## src/rtl/des_sbox_feeder.sv

```systemverilog
// DES S-box feeder: computes E(R) ^ K for one R/K pair and streams the result
// as eight 6-bit groups over a valid/ready handshake.
// Optional build macro FEEDER_BLKCNT_EN adds the blk_cnt completed-block counter.
module des_sbox_feeder #(
  parameter bit          REV_ORDER = 1'b0,
  parameter int unsigned KEY_W     = 48
) (
  input  logic             ck,
  input  logic             rst,
  input  logic             in_valid,
  output logic             in_ready,
  input  logic [31:0]      in_r,
  input  logic [KEY_W-1:0] in_k,
  output logic             out_valid,
  input  logic             out_ready,
  output logic [5:0]       out_grp,
  output logic [2:0]       out_idx,
  output logic             out_last
`ifdef FEEDER_BLKCNT_EN
  ,
  output logic [15:0]      blk_cnt
`endif
);

  typedef enum logic {StIdle, StSend} state_e;

  localparam logic [2:0] CntFirst = REV_ORDER ? 3'd7 : 3'd0;
  localparam logic [2:0] CntLast  = REV_ORDER ? 3'd0 : 3'd7;

  state_e      state_q, state_d;
  logic [47:0] data_q, data_d;
  logic [2:0]  cnt_q, cnt_d;
  logic [47:0] exp_r;
  logic [5:0]  grp_sel;
  logic        last_grp;
  logic        last_hs;

  // E expansion: group i (0-based) takes DES bits 4i..4i+5 with wrap, group 0 at [47:42].
  // DES bit n sits at in_r[32-n]; (64-n)%32 folds n=0 onto bit 32 and n=33 onto bit 1.
  always_comb begin
    exp_r = '0;
    for (int i = 0; i < 8; i++) begin
      for (int j = 0; j < 6; j++) begin
        exp_r[47 - 6*i - j] = in_r[(64 - 4*i - j) % 32];
      end
    end
  end

  // Select the registered group addressed by the counter.
  always_comb begin
    grp_sel = '0;
    case (cnt_q)
      3'd0:    grp_sel = data_q[47:42];
      3'd1:    grp_sel = data_q[41:36];
      3'd2:    grp_sel = data_q[35:30];
      3'd3:    grp_sel = data_q[29:24];
      3'd4:    grp_sel = data_q[23:18];
      3'd5:    grp_sel = data_q[17:12];
      3'd6:    grp_sel = data_q[11:6];
      default: grp_sel = data_q[5:0];
    endcase
  end

  assign last_grp = (cnt_q == CntLast);

  // Next-state and handshake outputs; outputs idle at zero so reset forces them low.
  always_comb begin
    state_d   = state_q;
    data_d    = data_q;
    cnt_d     = cnt_q;
    in_ready  = 1'b0;
    out_valid = 1'b0;
    out_grp   = '0;
    out_idx   = '0;
    out_last  = 1'b0;
    last_hs   = 1'b0;
    case (state_q)
      StIdle: begin
        in_ready = 1'b1;
        if (in_valid) begin
          data_d  = exp_r ^ in_k;
          cnt_d   = CntFirst;
          state_d = StSend;
        end
      end
      StSend: begin
        out_valid = 1'b1;
        out_grp   = grp_sel;
        out_idx   = cnt_q;
        out_last  = last_grp;
        // A new pair can only be taken as the final group leaves.
        in_ready  = last_grp & out_ready;
        if (out_ready) begin
          if (!last_grp) begin
            cnt_d = REV_ORDER ? cnt_q - 3'd1 : cnt_q + 3'd1;
          end else begin
            last_hs = 1'b1;
            if (in_valid) begin
              data_d = exp_r ^ in_k;
              cnt_d  = CntFirst;
            end else begin
              state_d = StIdle;
            end
          end
        end
      end
      default: state_d = StIdle;
    endcase
  end

  // State, data and counter registers.
  always_ff @(posedge ck or posedge rst) begin
    if (rst) begin
      state_q <= StIdle;
      data_q  <= '0;
      cnt_q   <= '0;
    end else begin
      state_q <= state_d;
      data_q  <= data_d;
      cnt_q   <= cnt_d;
    end
  end

`ifdef FEEDER_BLKCNT_EN
  logic [15:0] blk_cnt_q;

  // Count completed blocks; wraps naturally at 16 bits.
  always_ff @(posedge ck or posedge rst) begin
    if (rst) begin
      blk_cnt_q <= '0;
    end else if (last_hs) begin
      blk_cnt_q <= blk_cnt_q + 16'd1;
    end
  end

  assign blk_cnt = blk_cnt_q;
`endif

endmodule

```

## config.mk

```make
export PLATFORM = sky130hd
export DESIGN_NAME = des_sbox_feeder
export DESIGN_NICKNAME = d
export VERILOG_FILES = /design/src/rtl/des_sbox_feeder.sv
export SDC_FILE = /design/constraint.sdc
export NUM_CORES = 1
export LEC_CHECK = 0
export BUFFER_PORTS_ARGS = -buffer_cell sky130_fd_sc_hd__buf_2
export CAP_MARGIN = 20
export CORE_UTILIZATION = 44
export DETAILED_ROUTE_END_ITERATION = 12
export GPL_ROUTABILITY_DRIVEN = 0
export PLACE_DENSITY_LB_ADDON = 0.2
export SYNTH_ARGS = -nofsm -noshare
export SYNTH_HDL_FRONTEND = slang
export SYNTH_SLANG_ARGS = --single-unit
```

## constraint.sdc

```tcl
create_clock -name ck -period 2 [get_ports ck]
set_clock_uncertainty 0.05 [all_clocks]
set_input_delay 0.2 -clock ck [delete_from_list [all_inputs] [get_ports ck]]
set_output_delay 0.2 -clock ck [all_outputs]
set_load 0.01 [all_outputs]
```

-- Word level (Yosys, flattened, before mapping)
Index checks and enable logic that the tools add are counted.
- output and inout port bits: 12
- bits of input ports: 84
- word-level logic and storage cells: 36
- bits in registers: 52
- reduce and logical (&&, ||, !) cells: 2
- equality and inequality tests: 9
- add/sub/neg operators: 1
- bitwise gates (word level): 3
- multiplexer cells: 18
- operator list (cell ; count):
    48-bit 2-to-1 mux ; 3
    48-bit one-hot mux with 2 select lines ; 1
    48-bit bitwise XOR ; 1
    6-bit one-hot mux with 7 select lines ; 1
    3-bit == test, second input constant ; 4
    3-bit 2-to-1 mux ; 4
    3-bit by 2-bit == test with 1-bit output, second input constant ; 2
    6-bit 2-to-1 mux ; 1
    3-bit one-hot mux with 2 select lines ; 1
    1-bit 2-to-1 mux ; 5
    1-bit one-hot mux with 2 select lines ; 2
    3-bit by 1-bit adder with 3-bit output, second input constant ; 1
    3-bit by 1-bit == test with 1-bit output, second input constant ; 1
    3-bit logical NOT ; 1
    2-bit by 1-bit inequality test with 1-bit output, second input constant ; 1
    2-bit inequality test, second input constant ; 1
    2-bit AND reduction ; 1
    1-bit bitwise AND ; 1
    1-bit NOT ; 1

-- Logic depth before layout (Yosys ltp)
Gate-level depths: netlist (run 1).
- depth after elaboration: 5
- gate-level depth with buffers: 8
- depth with buffers taken out: 5

-- Worst setup path after synthesis (run 1)
No wires, ideal clock.
- path type: register -> output
- from: register cnt_q[2]
- to: output port out_grp[0]
- required time: 1.750 ns
- arrival time: 1.857 ns
- setup slack: -0.107 ns
- cell stages (with the launch flop): 9
- buffers on the path: 3
- path through: dfrtp_1 > buf_2 > buf_6 > inv_1 > ha_1 > buf_4 > or4_4 > o21ai_0 > a21oi_1
- longest elaborated chain between the ends: 3
- elaborated cells between the ends (all ways): 9
- those cells by class: eq/ne (6); mux (2); reduce/logical (1)
- RTL lines (element ; line ; source):
    from (decl) ; 32 ; logic [2:0] cnt_q, cnt_d;
    from (signal assigned) ; 120 ; cnt_q <= cnt_d;
    3-bit == test (tied with other cells) ; 52 ; case (cnt_q)
    6-bit one-hot mux with 7 select lines (*) ; 52 ;
    6-bit 2-to-1 mux (*) ; 77 ; case (state_q)
    to (decl) ; 16 ; output logic [5:0] out_grp,
Every way passes the cells marked *; elsewhere a longest branch is shown, timed or not.

-- Worst setup path in the final report (run 1)
- from: register cnt_q[1]
- to: output port out_grp[4]
The elaborated chain is that of the path after synthesis.

==> metrics.txt, run 1 <==
Pins Over Slew Limit 0; initial antenna violation count 0; Pwr per Cell Area around 1400 mW/mm2; Psw about 0.0019 W; wire per inst between 15 and 20 um; setup ws final -0.299 ns; Yosys warning count 0; TritonCTS Buffers 5; register share of total power a little over a third; clock network power share 13.6%; DRT Wirelength ~6500 um; Die W roughly 84 um; placed insts slightly above 400; fin area 0.00396 mm2; Root Driver clkbuf_8; met1 Track Usage GR 23.6%; Final Non-Filler Cells approximately 420; RSZ-0062 raised after global routing yes; Final Hold Viols 0; Reg2Reg Depth 6; Cells after Synth 229; Post-DP HPWL 4870 um; Worst-Skew Late Latency 0.30 ns; Post-Syn Nets 319; CTS H-tree lvls 2; sequential area share after synthesis between 40% and 50%; grt total ovfl 0; Clock Tree Buf Depth 2; number of global-route vias before repair 2268; Post-synth ARST share 100%; sw frac roughly a third; DR iter-0 viols between 100 and 150; failing checks design-rule violations, negative setup slack; worst vdd ir 0.648 mV; GRT Overall Usage about a fifth; min cycle time layout ~2.3 ns; most common cell after layout, fill and taps aside buf_2; initial core utilization between 40% and 50%; Cell variety after synth 32; Sink Count 52; DP Worst Slack -0.0227 ns; max cap viols 0; Syn Area/Cell between 10 and 15 um2; max_slew headroom between 60% and 70%; CP arrival roughly 2 ns; CTS tree done; final hold slack approximately 0.094 ns; crit path kind reg2out; DRC errors left 16; Post-synth EDFFs 0; M3 GR Usage under 10%; CTS clock-pin slew for the worst setup and hold paths ~0.1 ns; synthesized cell area between 0.002 and 0.003 mm2; commonest cells after routing, fill and taps aside buf_2, dfrtp_1, xor2_1; Most Used Layer, Global Route met2; Pleak between 1.5 and 2 nW; Worst Hold Class in2reg; met2 usage between 30 and 40%; # rows 29; Die Y between 80 and 90 um; final worst path period share 115%; IO Port Bufs between 90 and 100; area delta synth->final 32.3%; logic gate share of total power 51.0%; fill count about 530; outcome complete, but fails checks; share of post-route cells with drive strength above 1 60.8%; Startpoint Class register; Yosys reg bits between 50 and 60; Internal Power roughly 0.0035 W; Crit path required time roughly 1.8 ns; Worst Path Max Fanout 6; largest net degree at the start of global routing 30; Post-DP Area approximately 0.0036 mm2; Initial DRT Pass Iterations 8; vias per cell roughly 5; I/O pin count 96; area of the core approximately 0.0065 mm2; ant diodes 0; remaining antenna violation count after routing 0; vias after detailed routing 2108; Worst Hold Depth 2; Crit. End Element primary output; total die area between 0.007 and 0.008 mm2; setup violators final 6; NumNets Final 431; first-pass GRT wire length approximately 11000 um; Post-synth top flop dfrtp_1; worst slew pin tran between 0.5 and 0.6 ns; maximum clock frequency about 0.44 GHz
==> area by class of cell <==
type	count	area, um2	area share [%]
Tap cell	77	96.3	2.43
Timing Repair Buffer	117	718	18.1
Sequential cell	52	1300	32.9
Clock inverter	3	42.5	1.07
Multi-Input combinational cell	160	1710	43.2
Inverter	5	18.8	0.474
Clock buffer	5	68.8	1.74
==> metrics by stage <==
step           TNS, ns  util (%)  power (W)
2_1_floorplan        0         -    0.00345
3_3_place_gp   -0.0103      56.4    0.00419
3_5_place_dp   -0.0328      56.4    0.00424
4_1_cts          -1.30      60.1    0.00522
5_1_grt          -1.89      61.3    0.00569
6_report         -1.44      61.3    0.00536
==> cell usage after synthesis (3+ instances only) <==
cell type / instances / area (um2)
a31oi_1: 3 / 18.8
buf_6: 5 / 56.3
mux2_4: 20 / 300
xor2_1: 48 / 420
buf_2: 4 / 20.0
o21ai_0: 7 / 35.0
a22oi_1: 3 / 22.5
dfrtp_1: 52 / 1300
a221oi_1: 5 / 43.8
nor2_1: 4 / 15.0
inv_1: 5 / 18.8
a21oi_1: 5 / 25.0
mux2_2: 40 / 450
ha_1: 6 / 75.1
==> kinds of logic (layout without fill, tap and decap cells) <==
logic type	Yosys count	after routing	synth area share (%)
simple gates	11	11	2.68
mux	60	60	25.1
buf+inv	17	130	3.68
flops	52	52	43.5
xor+xnor	48	48	14.0
compound gates	35	35	8.53
fa+ha+maj	6	6	2.51
==> worst paths after layout <==
kind                                          endpoint                    from  slack, ns
max in group asynchronous       data_q[37]$_DFFE_PP0P_                     rst       0.93
worst max-delay path                        out_grp[4]    cnt_q[1]$_DFFE_PP0N_      -0.30
worst min register to register  data_q[32]$_DFFE_PP0P_  data_q[32]$_DFFE_PP0P_       0.46
min in group asynchronous       data_q[21]$_DFFE_PP0P_                     rst       0.43
worst min-delay path                 state_q$_DFF_PP0_                in_valid       0.09
worst max register to register  data_q[41]$_DFFE_PP0P_    cnt_q[0]$_DFFE_PP0N_       0.05
==> critical path: stages, from the launching register on <==
cell,delay (ns)
dfrtp_2,0.46
buf_6,0.14
ha_4,0.17
or4_4,0.54
o21ai_1,0.19
a31oi_2,0.07
buf_2,0.16
==> state kept, by name (all words and copies together), names as in the netlist <==
signal / flops
data_q: 48
state_q: 1
cnt_q: 3
==> power groups by stage <==
stage,combinational (W),sequential (W),clock (W)
2_1_floorplan,0.00169,0.00175,0
3_3_place_gp,0.00233,0.00186,0
3_5_place_dp,0.00236,0.00188,0
4_1_cts,0.00260,0.00189,0.000741
5_1_grt,0.00295,0.00196,0.000786
6_report,0.00274,0.00190,0.000730
==> timing repair <==
item                       in CTS  in global routing
hold buffers                    1                  0
setup endpoints to repair       6                 19
pin swaps                       8                  5
cloned                          0                  1
hold endpoints to repair       23                  0
gates resized for setup        19                  8
buffers inserted                4                  0
==> routing by layer <==
layer  vias to the layer above  share of wire, %
li1                       1032                 -
met1                      1009                44
met2                        63                50
met3                         4               4.6
met4                         0              0.71
met5                         -                 0
Power figures use the tool's default switching activity.
==> run 2, diff against run 1 <==
Settings changed: CORE_UTILIZATION 44 to 35, PLACE_DENSITY_LB_ADDON 0.2 to 0.15.
==> metrics.txt, run 2 (synthesis results as in run 1) <==
total die area 0.00892 mm2; logic gate share of total power between 50% and 60%; Crit path max-delay family flip-flops; fill count between 700 and 800; buffers plus inverters on the worst setup path 2; min cycle time layout between 2 and 2.5 ns; maximum clock frequency about 0.43 GHz; Internal Power between 0.003 and 0.004 W; NumNets Final roughly 440; Post-DP HPWL ~4800 um; Initial DRT Pass Iterations 4; met2 wire length ~3400 um; Worst Hold Class in2async; Pins Over Slew Limit 0; area of the core between 0.008 and 0.009 mm2; clock network power share 11.1%; Largest register FFs 48; highest routed layer met4; crit path kind reg2out; commonest cells after routing, fill and taps aside buf_2, dfrtp_1, xor2_1, mux2_4, buf_4; Startpoint Class register; area delta synth->final 39.5%; grt total ovfl 0; sw frac about a third; GRT Overall Usage approximately 15%; Die W ~94 um; initial core utilization between 30% and 40%; Clock Tree Buf Depth 2; CP cell instances ha_4, ha_4, nor4_4, buf_4, a31oi_1, a31oi_1, buf_2; CTS H-tree lvls 2; wire per inst between 15 and 20 um; M1 wire length approximately 3500 um; I/O pin count 96; setup ws final -0.343 ns; CTS tree done; outcome complete, but fails checks; Sink Count 52; # rows 33; DRT Wirelength a little over 7000 um; top flop regs data_q x48, cnt_q x3, state_q x1; Pleak 2.16 nW; Pwr per Cell Area between 1000 and 1500 mW/mm2; worst vdd ir between 0.5 and 0.6 mV; vias per cell around 4.8; TritonCTS Buffers 5; CTS clock-pin slew for the worst setup and hold paths around 0.090 ns; max cap viols 0; final worst path period share 117%; Final Hold Viols 0; Psw just under 0.002 W; RSZ-0062 raised after global routing yes; remaining antenna violation count after routing 0; DR iter-0 viols 81; CP arrival approximately 2.1 ns; ant diodes 0; largest net degree at the start of global routing 53; Die Y roughly 94 um; IO Port Bufs 95; most common cell after layout, fill and taps aside buf_2; Root Driver clkbuf_8; number of global-route vias before repair around 2100; DP Worst Slack -0.0564 ns; Final Non-Filler Cells 453; worst slew pin tran 0.671 ns; max_slew headroom roughly 55%; Slowest-stage cell, CP dfrtp_2; hold bufs inserted after CTS 0; Crit. End Element primary output; Reg with most FFs data_q; Crit path required time ~1.8 ns; vias after detailed routing ~2200; setup violators final 8; placed insts 432; Worst Path Max Fanout 4; Worst-Skew Late Latency roughly 0.30 ns; DRC errors left 0; first-pass GRT wire length 10300 um; register share of total power 34.6%; share of post-route cells with drive strength above 1 approximately 62%; met3 WL post-DR 287 um; initial antenna violation count 0; failing checks negative setup slack; slowest stage delay, CP ~0.47 ns
[run 2: cell count changes in the layout (fill, tap and decap cells not counted), moves of 3 or more]
cell / delta
buf_4: +3
o21ai_2: +3
a221oi_1: +3
mux2_4: +28
buf_12: -3
o21ai_1: -3
mux2_2: -28
clkbuf_16: +3
a221oi_2: -3
[run 2: through the flow]
stage	hold slack [ns]	area, um2	util, %	power [W]	setup TNS, ns
after floorplan	0.258	3000	-	0.00345	0
after global placement	0.370	3650	44.2	0.00423	0
after detailed placement	0.375	3650	44.2	0.00427	-0.170
after CTS	0.0408	3830	46.3	0.00506	-2.59
after global routing	0.0852	4180	50.6	0.00586	-3.08
final	0.0164	4180	50.6	0.00553	-1.72
[run 2: power groups by stage]
stage	registers (W)	logic [W]	clock network (W)
floorplan	0.00175	0.00169	0
global placement	0.00186	0.00237	0
detailed placement	0.00188	0.00239	0
finish	0.00191	0.00300	0.000615
global route	0.00197	0.00322	0.000668
CTS	0.00187	0.00255	0.000638
[run 2: final cells by class]
cell class / count / area, um2 / share of cell area, %
multi-input cells: 160 / 1820 / 43.5
flip-flops and latches: 52 / 1300 / 31.2
repair buffers: 123 / 815 / 19.5
well taps: 105 / 131 / 3.15
clock buffers: 6 / 82.6 / 1.98
inverters: 5 / 18.8 / 0.449
clock inverters: 2 / 10.0 / 0.240
[run 2: metal layers]
layer,global-route usage (%),vias to the layer above
met3,3.06,4
met1,19.9,1062
met5,0,-
met4,3.03,0
li1,-,1047
met2,25.9,55
[run 2: worst paths after layout]
path | start | endpoint | slack, ns | depth (start not counted)
max reg2reg | cnt_q[0]$_DFFE_PP0N_ | data_q[35]$_DFFE_PP0P_ | 0 | 7
max | cnt_q[0]$_DFFE_PP0N_ | out_grp[4] | -0.34 | 7
min reg2reg | data_q[32]$_DFFE_PP0P_ | data_q[32]$_DFFE_PP0P_ | 0.47 | 1
min in group ck | in_valid | state_q$_DFF_PP0_ | 0.15 | 2
max in group asynchronous | rst | cnt_q[0]$_DFFE_PP0N_ | 1.39 | 3
min | rst | data_q[11]$_DFFE_PP0P_ | 0.02 | 3
[run 2: what timing repair did]
action | CTS | global route
pin swaps | 4 | 7
endpoints found under the setup margin | 6 | 54
cloned | 0 | 6
setup buffers | 4 | 4
gates resized for setup | 15 | 47
[run 2: worst register-to-register path, cell delays in order (launching register included)]
cell	delay, ns
dfrtp_2	0.47
ha_4	0.19
buf_4	0.14
ha_4	0.16
a21bo_4	0.24
nand2_8	0.15
clkbuf_16	0.20
mux2_4	0.30
